### config.mk
export PLATFORM = sky130hd
export DESIGN_NAME = multiplicacao_seq_5por4
export DESIGN_NICKNAME = d
export VERILOG_FILES = /design/src/rtl/multiplicacao_seq_5por4.sv
export SDC_FILE = /design/constraint.sdc
export NUM_CORES = 1
export LEC_CHECK = 0
export BUFFER_PORTS_ARGS = -buffer_cell sky130_fd_sc_hd__buf_2
export CORE_UTILIZATION = 30
export CTS_BUF_LIST = sky130_fd_sc_hd__clkbuf_8
export DETAILED_ROUTE_END_ITERATION = 16
export GPL_ROUTABILITY_DRIVEN = 0
export GPL_TIMING_DRIVEN = 0
export PLACE_DENSITY_LB_ADDON = 0.08
export RECOVER_POWER = 25
export SETUP_SLACK_MARGIN = 0.05
export SLEW_MARGIN = 10
export SYNTH_ARGS = -nofsm -noshare
export SYNTH_HDL_FRONTEND = slang
export SYNTH_SLANG_ARGS = --single-unit
### constraint.sdc
create_clock -name clk -period 2.72 [get_ports clk]
set_input_delay 0.136 -clock clk [delete_from_list [all_inputs] [get_ports clk]]
set_output_delay 0.136 -clock clk [all_outputs]
set_load 0.005 [all_outputs]
### src/rtl/multiplicacao_seq_5por4.sv
// Purpose: sequential shift-and-add multiplier, unsigned 5-bit a times 4-bit b, 9-bit product s.
// Latency: start accepted at E0, s/done update at E4; back-to-back accept possible at E5.
// Backpressure: start is sampled only in IDLE; start while busy is dropped, not queued.
// Option: define MULT_OVF_FLAG_EN to add the registered ovf output (product wider than 5 bits).

module multiplicacao_seq_5por4 (
  input  logic       clk,
  input  logic       rst_n,
  input  logic       start,
  input  logic [4:0] a,
  input  logic [3:0] b,
  output logic [8:0] s,
  output logic       busy,
  output logic       done
`ifdef MULT_OVF_FLAG_EN
  ,
  output logic       ovf
`endif
);

  typedef enum logic {
    IDLE = 1'b0,
    CALC = 1'b1
  } state_t;

  state_t state, state_nxt;

  // Datapath registers and their next values.
  logic [8:0] mcand, mcand_nxt;
  logic [3:0] mplier, mplier_nxt;
  logic [8:0] acc, acc_nxt;
  logic [1:0] cnt, cnt_nxt;
  logic [8:0] s_nxt;
  logic       done_nxt;

  // Partial sum for the current CALC step; 31*15 = 465 never exceeds 9 bits.
  logic [8:0] acc_sum;

`ifdef MULT_OVF_FLAG_EN
  logic ovf_nxt;
`endif

  // busy is exactly "a computation is in flight", so it follows the state.
  assign busy = (state == CALC);

  // Add the multiplicand when the current multiplier LSB is set.
  assign acc_sum = acc + (mplier[0] ? mcand : 9'd0);

  // State register.
  always_ff @(posedge clk or negedge rst_n) begin
    if (!rst_n) begin
      state <= IDLE;
    end else begin
      state <= state_nxt;
    end
  end

  // Next-state and datapath next values; everything holds unless updated below.
  always_comb begin
    state_nxt  = state;
    mcand_nxt  = mcand;
    mplier_nxt = mplier;
    acc_nxt    = acc;
    cnt_nxt    = cnt;
    s_nxt      = s;
    done_nxt   = 1'b0;
`ifdef MULT_OVF_FLAG_EN
    ovf_nxt    = ovf;
`endif
    case (state)
      IDLE: begin
        if (start) begin
          mcand_nxt  = {4'b0000, a};
          mplier_nxt = b;
          acc_nxt    = 9'd0;
          cnt_nxt    = 2'd0;
          state_nxt  = CALC;
        end
      end
      CALC: begin
        acc_nxt    = acc_sum;
        mcand_nxt  = {mcand[7:0], 1'b0};
        mplier_nxt = {1'b0, mplier[3:1]};
        cnt_nxt    = cnt + 2'd1;
        // Last step: publish the sum including this edge's add, no extra DONE state.
        if (cnt == 2'd3) begin
          s_nxt     = acc_sum;
          done_nxt  = 1'b1;
          state_nxt = IDLE;
`ifdef MULT_OVF_FLAG_EN
          ovf_nxt   = (acc_sum[8:5] != 4'd0);
`endif
        end
      end
      default: begin
        state_nxt = IDLE;
      end
    endcase
  end

  // Datapath and output registers; reset discards any operation in progress.
  always_ff @(posedge clk or negedge rst_n) begin
    if (!rst_n) begin
      mcand  <= 9'd0;
      mplier <= 4'd0;
      acc    <= 9'd0;
      cnt    <= 2'd0;
      s      <= 9'd0;
      done   <= 1'b0;
    end else begin
      mcand  <= mcand_nxt;
      mplier <= mplier_nxt;
      acc    <= acc_nxt;
      cnt    <= cnt_nxt;
      s      <= s_nxt;
      done   <= done_nxt;
    end
  end

`ifdef MULT_OVF_FLAG_EN
  // Overflow flag travels with s: updated only at completion, cleared by reset.
  always_ff @(posedge clk or negedge rst_n) begin
    if (!rst_n) begin
      ovf <= 1'b0;
    end else begin
      ovf <= ovf_nxt;
    end
  end
`endif

endmodule

==> results of run 1 <==
-- power by group --
| group | total [W] | internal (W) | switching [W] |
|---|---|---|---|
| registers | 0.000850 | 0.000714 | 0.000136 |
| clock network | 0.000415 | 0.000230 | 0.000185 |
| logic | 0.000657 | 0.000311 | 0.000346 |
| total | 0.00192 | 0.00126 | 0.000667 |
-- timing repair --
action                                  4_1_cts  5_1_grt
hold endpoints to repair                     35        0
hold buffers                                  1        0
endpoints found under the setup margin        2        2
buffers inserted                              0        0
resized for setup                             0        1
-- path summary, 6_finish.rpt --
check	to	slack, ns	start
worst max register to register	acc[8]	0.20	mplier[0]
min in group asynchronous	done	0.90	rst_n
worst max-delay path	acc[8]	0.20	mplier[0]
max in group asynchronous	mplier[0]	0.60	rst_n
worst min-delay path	mcand[0]	0.10	a[0]
worst min register to register	s[2]	0.49	s[2]
-- kinds of logic after synthesis --
| logic type | after synthesis | share of synthesized area [%] |
|---|---|---|
| AND/OR/NAND/NOR | 44 | 11.1 |
| AO/OA/AOI/OAI | 37 | 14.5 |
| flip-flops | 35 | 49.3 |
| multiplexers | 18 | 10.7 |
| buffers and inverters | 10 | 2.18 |
| adder cells (fa/ha/maj) | 10 | 7.46 |
| XOR/XNOR | 8 | 4.72 |
-- flip-flops by register name (all words and copies together), names as in the netlist --
signal,flops
acc,9
mcand,9
cnt,2
mplier,4
s,9
done,1
busy,1
-- metal layers --
metal,routed length [um],vias up,track usage [%],part of all wire (%)
li1,-,628,-,-
met1,1830,585,17.6,49
met2,1760,20,22.0,47
met3,115,2,4.48,3.1
met4,19,0,4.91,0.51
met5,0,-,0,0
-- stage by stage --
stage               worst slack, ns  total power, W
floorplan                     0.358         0.00130
global placement             0.0582         0.00151
detailed placement           0.0518         0.00154
CTS                           0.136         0.00197
global route                 0.0673         0.00211
finish                        0.199         0.00192
-- cells in the mapped netlist, types with 3 or more instances --
cell type	number
mux2_2	8
a22o_1	8
o211ai_1	3
ha_1	9
o21ai_0	15
clkbuf_1	5
xnor2_1	6
nor2_1	6
mux2i_1	10
and2_1	8
dfrtp_1	35
a21oi_1	4
nand2_1	23
-- worst min-delay path, stage by stage --
cell,delay (ns)
buf_2,0.08
mux2i_1,0.05
nor2_1,0.08
-- layout make-up --
type / instances / area [um2] / share of cell area, %
Clock inverter: 1 / 7.51 / 0.361
Timing Repair Buffer: 22 / 111 / 5.36
Buffer: 5 / 20.0 / 0.963
Inverter: 4 / 15.0 / 0.722
Multi-Input combinational cell: 117 / 862 / 41.5
Clock buffer: 7 / 96.3 / 4.63
Tap cell: 72 / 90.1 / 4.33
Sequential cell: 35 / 877 / 42.2
==> flow_metrics.env, run 1 <==
export IMPL_status="complete, but fails checks"
export IMPL_violations="max-capacitance violations, max-slew violations"
export IMPL_path_cells="and2_1 > ha_1 > fa_1 > a211oi_2 > o21ai_2 > o31ai_4 > mux2_2 > o311ai_1"
export IMPL_min_delay_path_depth=3
export IMPL_synth_top_cell_by_area="dfrtp_1"
export IMPL_nets=212
export IMPL_finalSetupTns_ns=0
export IMPL_crit_required_ns=2.90
export IMPL_path_depth=8
export IMPL_period_share_pct=92.7
export IMPL_ys_warn_count=0
export IMPL_synth_top_area_share_pct=49.3
export IMPL_ir_drop_uv=286
export IMPL_areaGrowthSynthToFinish_pct=17.0
export IMPL_io_buffer_count=21
export IMPL_die_height_um=79.0
export IMPL_place_inst=255
export IMPL_final_cell_count_no_fill=263
export IMPL_crit_path_end_kind="register"
export IMPL_antenna_found_initial=0
export IMPL_layout_commonest_cell="dfrtp_1"
export IMPL_drt_total_wl_um=3720
export IMPL_slew_viol_final=36
export IMPL_final_util_pct=37.1
export IMPL_hold_violations=0
export IMPL_max_freq_ghz=0.397
export IMPL_synth_cell_types=31
export IMPL_htree_levels=2
export IMPL_num_vias=1235
export IMPL_critPathMaxFanout=11
export IMPL_syn_nets=184
export IMPL_clk_latency_ns=0.28
export IMPL_initial_core_util_pct=31.7
export IMPL_synth_edf_count=0
export IMPL_p_leak_nw=0.998
export IMPL_cp_arrival_ns=2.70
export IMPL_fin_skew_ns=0.0125
export IMPL_max_stage_delay_ns=0.47
export IMPL_path_clk_slew_ns=0.07
export IMPL_wl_per_cell_um=14.1
export IMPL_synth_area_leaders="dfrtp_1 (49%), ha_1 (6.3%), mux2i_1 (5.6%)"
export IMPL_crit_family="compound AO/OA/AOI/OAI gates"
export IMPL_drc_errors=0
export IMPL_seq_area_frac_synth_pct=49.3
export IMPL_netlist_area_mm2=0.00178
export IMPL_fillCellCount=582
export IMPL_hold_worst_slack_ns=0.101
export IMPL_cp_slowest_cell="dfrtp_2"
export IMPL_grt_setup_unrepaired="no"
export IMPL_gr_usage_all_layers_pct=13.8
export IMPL_rows=27
export IMPL_grt_pass1_vias=1281
export IMPL_synthCells=162
export IMPL_max_slew_margin_pct=-25.1
export IMPL_dr_first_iter_drc_count=43
export IMPL_fin_area_mm2=0.00208
export IMPL_drv_cap=1
export IMPL_avgSynthCellArea_um2=11.0
export IMPL_start_kind="register"
export IMPL_ys_ff_latch=35
export IMPL_period_needed_ns=2.52
export IMPL_core_area_mm2=0.00561
export IMPL_dieWidth_um=79.0
export IMPL_dp_hpwl_um=2680
export IMPL_layout_drive_gt1_share_pct=20.4
export IMPL_grt_max_degree=36
export IMPL_cts_max_path_buffers=2
export IMPL_ant_nets=0
export IMPL_grt_pass1_wl_um=6400
export IMPL_power_density_mw_per_mm2=924
export IMPL_drtPass1Iterations=4
export IMPL_worst_r2r_path_depth=8
export IMPL_n_antenna_cell=0
export IMPL_ys_flop_type="dfrtp_1"
export IMPL_path_class="register to register"
export IMPL_hold_path_class="input port to register"
export IMPL_crit_buf_inv=0
export IMPL_cts_tree="yes"
export IMPL_root_buffer="clkbuf_8"
export IMPL_postSynth_asyncResetShare_pct=100
export IMPL_ios=23
export IMPL_gr_total_overflow=0
export IMPL_finalSetupViolCount=0
export IMPL_layout_common_cells="dfrtp_1 (34), nand2_1 (23), buf_2 (19)"
export IMPL_placed_area_mm2=0.00197
export IMPL_worst_slew_pin_transition_ns=1.88
export IMPL_avgViaCountPerCell=4.70
export IMPL_die_area_mm2=0.00623
export IMPL_cts_buffers=5
export IMPL_cts_num_sinks=35
No activity file was read; power rests on OpenSTA's default activity.
==> run 2: changes to the inputs <==
--- a/config.mk
+++ b/config.mk
@@ -6,7 +6,8 @@
 export NUM_CORES = 1
 export LEC_CHECK = 0
 export BUFFER_PORTS_ARGS = -buffer_cell sky130_fd_sc_hd__buf_2
-export CORE_UTILIZATION = 30
+export CORE_MARGIN = 5
+export CORE_UTILIZATION = 45
 export CTS_BUF_LIST = sky130_fd_sc_hd__clkbuf_8
 export DETAILED_ROUTE_END_ITERATION = 16
 export GPL_ROUTABILITY_DRIVEN = 0
==> run 2 against run 1 <==
The run still ends with max-capacitance violations, max-slew violations left. Worst hold slack improved by 0.0045 ns. Power fell by 3.4%. Setup slack improved by 0.011 ns. Sequential share of layout area rose by 1.1 points. Clock skew fell by 0.0029 ns. Largest power group unchanged. Via count rose by 1.8%. Critical path type unchanged. Combinational power fell by 0.9%. Largest cell class unchanged.
==> flow_metrics.env, run 2 (same netlist as run 1, synthesis figures left out) <==
export IMPL_htree_levels=2
export IMPL_layout_drive_gt1_share_pct=18.3
export IMPL_root_buffer="clkbuf_8"
export IMPL_ant_nets=0
export IMPL_max_freq_ghz=0.398
export IMPL_die_height_um=72.8
export IMPL_switching_share_pct=35.6
export IMPL_finalSetupViolCount=0
export IMPL_clockPowerShare_pct=19.2
export IMPL_setup_slack_ns=0.210
export IMPL_period_share_pct=92.3
export IMPL_p_leak_nw=0.980
export IMPL_layout_common_cells="dfrtp_1 (34), nand2_1 (23), buf_2 (16)"
export IMPL_path_clk_slew_ns=0.07
export IMPL_critPathMaxFanout=11
export IMPL_nets=212
export IMPL_layout_commonest_cell="dfrtp_1"
export IMPL_avgViaCountPerCell=5.26
export IMPL_crit_required_ns=2.92
export IMPL_initial_core_util_pct=47.5
export IMPL_power_switching_w=0.000661
export IMPL_cts_max_path_buffers=2
export IMPL_ir_drop_uv=403
export IMPL_drc_errors=0
export IMPL_io_buffer_count=21
export IMPL_cts_buffers=5
export IMPL_dieWidth_um=72.8
export IMPL_drt_total_wl_um=3520
export IMPL_cts_num_sinks=35
export IMPL_grt_pass1_wl_um=6060
export IMPL_violations="max-capacitance violations, max-slew violations"
export IMPL_n_antenna_cell=0
export IMPL_combPwrFrac_pct=35.1
export IMPL_cp_arrival_ns=2.71
export IMPL_gr_total_overflow=0
export IMPL_drtPass1Iterations=4
export IMPL_dp_hpwl_um=2590
export IMPL_clk_latency_ns=0.28
export IMPL_crit_path_end_kind="register"
export IMPL_dp_slack_ns=0.0783
export IMPL_grt_pass1_vias=1322
export IMPL_gr_usage_all_layers_pct=15.0
export IMPL_period_needed_ns=2.51
export IMPL_hold_path_class="input port to register"
export IMPL_areaGrowthSynthToFinish_pct=14.1
export IMPL_ios=23
export IMPL_internal_power_w=0.00120
export IMPL_worst_slew_pin_transition_ns=1.85
export IMPL_reg_top3="acc: 9 flops, mcand: 9 flops, s: 9 flops"
export IMPL_num_vias=1257
export IMPL_hold_violations=0
export IMPL_post_cts_buffers=0
export IMPL_core_area_mm2=0.00374
export IMPL_status="complete, but fails checks"
export IMPL_rows=22
export IMPL_finalSetupTns_ns=0
export IMPL_drv_cap=1
export IMPL_start_kind="register"
export IMPL_dr_first_iter_drc_count=40
export IMPL_power_density_mw_per_mm2=916
export IMPL_max_slew_margin_pct=-23.3
export IMPL_power_share_sequential_pct=45.7
export IMPL_wl_per_cell_um=14.7
export IMPL_grt_setup_unrepaired="no"
export IMPL_die_area_mm2=0.00530
export IMPL_fin_skew_ns=0.00960
export IMPL_fillCellCount=358
export IMPL_path_class="register to register"
export IMPL_slew_viol_final=36
export IMPL_grt_max_degree=36
export IMPL_cts_tree="yes"
export IMPL_antenna_found_initial=0
run 2: cell count changes in the layout (fill, tap and decap cells not counted):
cell,delta
buf_2,-3
clkbuf_1,+3
clkbuf_8,-2
clkinv_2,+1
inv_1,+1
run 2: worst max-delay path: stages (launching register included):
cell      delay (ns)
dfrtp_2         0.48
and2_1          0.17
ha_1            0.20
fa_1            0.45
a211oi_2        0.25
o21ai_2         0.13
o31ai_4         0.26
xnor3_1         0.37
o21ai_1         0.12
run 2: worst paths after layout:
kind                       startpoint         to  slack (ns)  depth (start not counted)
setup / recovery            mplier[0]       s[8]        0.21                          8
hold / removal                   b[3]  mplier[3]        0.11                          3
setup reg to reg            mplier[0]       s[8]        0.21                          8
hold reg to reg                  s[2]       s[2]        0.49                          2
max in group asynchronous       rst_n  mplier[0]        0.63                          2
min in group asynchronous       rst_n       s[2]        0.90                          2
run 2: timing repair:
item	in CTS	in global routing
resized for setup	0	1
hold endpoints to repair	35	0
setup endpoints to repair	2	1
hold buffers	1	0
run 2: metrics by stage:
step                area (um2)  utilization [%]  power (W)  std cells  hold WS (ns)
finish                    2030             54.1    0.00186        239         0.105
global route              2030             54.1    0.00201        239         0.119
floorplan                 1780                -    0.00130        162        -0.160
global placement          1940             51.9    0.00150        231         0.250
detailed placement        1940             51.9    0.00153        231         0.256
CTS                       2030             54.3    0.00189        239        0.0991
run 2: power by group through the flow:
stage / Sequential [W] / Clock [W] / Combinational, W
2_1_floorplan: 0.000825 / 0 / 0.000480
3_3_place_gp: 0.000837 / 0 / 0.000659
3_5_place_dp: 0.000846 / 0 / 0.000689
4_1_cts: 0.000851 / 0.000371 / 0.000672
5_1_grt: 0.000880 / 0.000394 / 0.000740
6_report: 0.000849 / 0.000356 / 0.000651
run 2: layout make-up:
| cell class | count | area, um2 | share of cell area, % |
|---|---|---|---|
| inverters | 4 | 15.0 | 0.741 |
| clock buffers | 5 | 68.8 | 3.40 |
| flip-flops and latches | 35 | 877 | 43.3 |
| clock inverters | 3 | 16.3 | 0.802 |
| repair buffers | 22 | 108 | 5.31 |
| multi-input cells | 117 | 862 | 42.5 |
| well taps | 48 | 60.1 | 2.96 |
| plain buffers | 5 | 20.0 | 0.988 |
run 2: layer usage:
metal | up-vias | global-route usage (%) | part of all wire [%] | wire length (um)
met5 | - | 0 | 0 | 0
met4 | 0 | 4.71 | 0.40 | 14
met3 | 2 | 4.41 | 5.1 | 180
met2 | 29 | 25.2 | 49 | 1730
met1 | 596 | 18.4 | 45 | 1600
li1 | 630 | - | - | -
==> run 3: changes to the inputs <==
--- a/config.mk
+++ b/config.mk
@@ -7,7 +7,7 @@
 export LEC_CHECK = 0
 export BUFFER_PORTS_ARGS = -buffer_cell sky130_fd_sc_hd__buf_2
 export CORE_MARGIN = 5
-export CORE_UTILIZATION = 45
+export CORE_UTILIZATION = 35
 export CTS_BUF_LIST = sky130_fd_sc_hd__clkbuf_8
 export DETAILED_ROUTE_END_ITERATION = 16
 export GPL_ROUTABILITY_DRIVEN = 0
==> run 3 against run 2 <==
The run still ends with max-capacitance violations, max-slew violations left. Non-clock buffer count unchanged. Global-route usage down 2.6 points. Combinational power grew 1%. Die area is 24% higher. Routed wire length grew 1.7%. Largest power group unchanged. Highest routed layer unchanged.
==> flow_metrics.env, run 3 (same netlist as run 1, synthesis figures left out) <==
export IMPL_root_buffer="clkbuf_8"
export IMPL_cp_arrival_ns=2.71
export IMPL_rr_startpoint="mplier[0]"
export IMPL_clk_latency_ns=0.29
export IMPL_die_area_mm2=0.00660
export IMPL_switching_share_pct=36.0
export IMPL_power_share_sequential_pct=45.1
export IMPL_layout_drive_gt1_share_pct=18.8
export IMPL_rows=26
export IMPL_period_share_pct=91.9
export IMPL_path_clk_slew_ns=0.08
export IMPL_internal_power_w=0.00120
export IMPL_hold_worst_slack_ns=0.0950
export IMPL_cts_num_sinks=35
export IMPL_path_class="register to register"
export IMPL_drt_total_wl_um=3580
export IMPL_initial_core_util_pct=35.5
export IMPL_cts_max_path_buffers=2
export IMPL_p_leak_nw=0.976
export IMPL_final_util_pct=41.1
export IMPL_critPathMaxFanout=11
export IMPL_dp_hpwl_um=2630
export IMPL_worst_slew_pin_transition_ns=1.88
export IMPL_n_antenna_cell=0
export IMPL_violations="max-capacitance violations, max-slew violations"
export IMPL_period_needed_ns=2.50
export IMPL_grt_pass1_wl_um=6180
export IMPL_grt_pass1_vias=1291
export IMPL_grt_setup_unrepaired="no"
export IMPL_finalSetupTns_ns=0
export IMPL_total_power_w=0.00188
export IMPL_ios=23
export IMPL_max_slew_margin_pct=-25.6
export IMPL_cts_tree="yes"
export IMPL_die_height_um=81.3
export IMPL_grt_max_degree=36
export IMPL_gr_usage_all_layers_pct=12.4
export IMPL_avgViaCountPerCell=4.78
export IMPL_drv_cap=1
export IMPL_min_delay_start="b[3]"
export IMPL_htree_levels=2
export IMPL_wl_per_cell_um=13.7
export IMPL_antenna_found_initial=0
export IMPL_hold_path_class="input port to register"
export IMPL_crit_required_ns=2.93
export IMPL_nets=212
export IMPL_power_switching_w=0.000676
export IMPL_fillCellCount=523
export IMPL_dieWidth_um=81.3
export IMPL_areaGrowthSynthToFinish_pct=15.8
export IMPL_hold_violations=0
export IMPL_clockPowerShare_pct=19.8
export IMPL_reg_top3="acc: 9 flops, mcand: 9 flops, s: 9 flops"
export IMPL_start_kind="register"
export IMPL_critPathLaunch="mplier[0]"
export IMPL_ant_nets=0
export IMPL_io_buffer_count=21
export IMPL_status="complete, but fails checks"
export IMPL_fin_skew_ns=0.00845
export IMPL_gr_total_overflow=0
export IMPL_slew_viol_final=36
export IMPL_cts_buffers=5
export IMPL_combPwrFrac_pct=35.1
export IMPL_drc_errors=0
export IMPL_finalSetupViolCount=0
export IMPL_power_density_mw_per_mm2=912
export IMPL_max_freq_ghz=0.400
export IMPL_crit_path_end_kind="register"
export IMPL_drtPass1Iterations=4
export IMPL_core_area_mm2=0.00501
export IMPL_num_vias=1247
export IMPL_layout_commonest_cell="dfrtp_1"
export IMPL_ir_drop_uv=272
export IMPL_dr_first_iter_drc_count=41
export IMPL_post_cts_buffers=0
export IMPL_layout_common_cells="dfrtp_1 (34), nand2_1 (23), buf_2 (16)"
## run 3: path summary, 6_finish.rpt
path | cells past startpoint | slack (ns) | to
min | 3 | 0.09 | mplier[3]
max | 8 | 0.22 | s[8]
max in group asynchronous | 2 | 0.59 | mplier[0]
min in group asynchronous | 2 | 0.91 | s[3]
max reg2reg | 8 | 0.22 | s[8]
min reg2reg | 2 | 0.49 | s[8]
## run 3: what timing repair did
action,in CTS,in global routing
setup endpoints to repair,1,2
pin swaps,1,1
hold buffers,1,0
gates cloned,0,0
resized for setup,0,1
hold endpoints to repair,35,0
## run 3: area by class of cell
class | count | area, um2 | area share [%]
plain buffers | 5 | 20.0 | 0.973
clock buffers | 5 | 68.8 | 3.34
clock inverters | 3 | 20.0 | 0.973
inverters | 4 | 15.0 | 0.729
multi-input cells | 117 | 862 | 41.9
flip-flops and latches | 35 | 877 | 42.6
well taps | 70 | 87.6 | 4.26
repair buffers | 22 | 108 | 5.23
## run 3: metrics by stage
step	setup WS, ns	cell area (um2)	std cells
3_3_place_gp	0.0766	1970	253
2_1_floorplan	0.358	1780	162
6_report	0.221	2060	261
3_5_place_dp	0.0842	1970	253
5_1_grt	0.0621	2060	261
4_1_cts	0.112	2060	261
## run 3: worst max-delay path: stages (launching register included)
cell	delay, ns
dfrtp_2	0.47
and2_1	0.17
ha_1	0.21
fa_1	0.44
a211oi_2	0.24
o21ai_2	0.12
o31ai_4	0.28
xnor3_1	0.37
o21ai_1	0.12
## run 3: per-layer routing
metal  up-vias  wire length, um  GRT usage (%)
li1        625                -              -
met5         -                0              0
met1       586             1680           15.8
met2        31             1630           20.2
met4         0               48           3.55
met3         5              221           3.99
## run 3: power groups by stage
stage | combinational (W) | sequential (W) | clock (W)
3_3_place_gp | 0.000671 | 0.000839 | 0
2_1_floorplan | 0.000480 | 0.000825 | 0
5_1_grt | 0.000746 | 0.000876 | 0.000412
4_1_cts | 0.000680 | 0.000847 | 0.000390
6_report | 0.000658 | 0.000846 | 0.000372
3_5_place_dp | 0.000690 | 0.000844 | 0
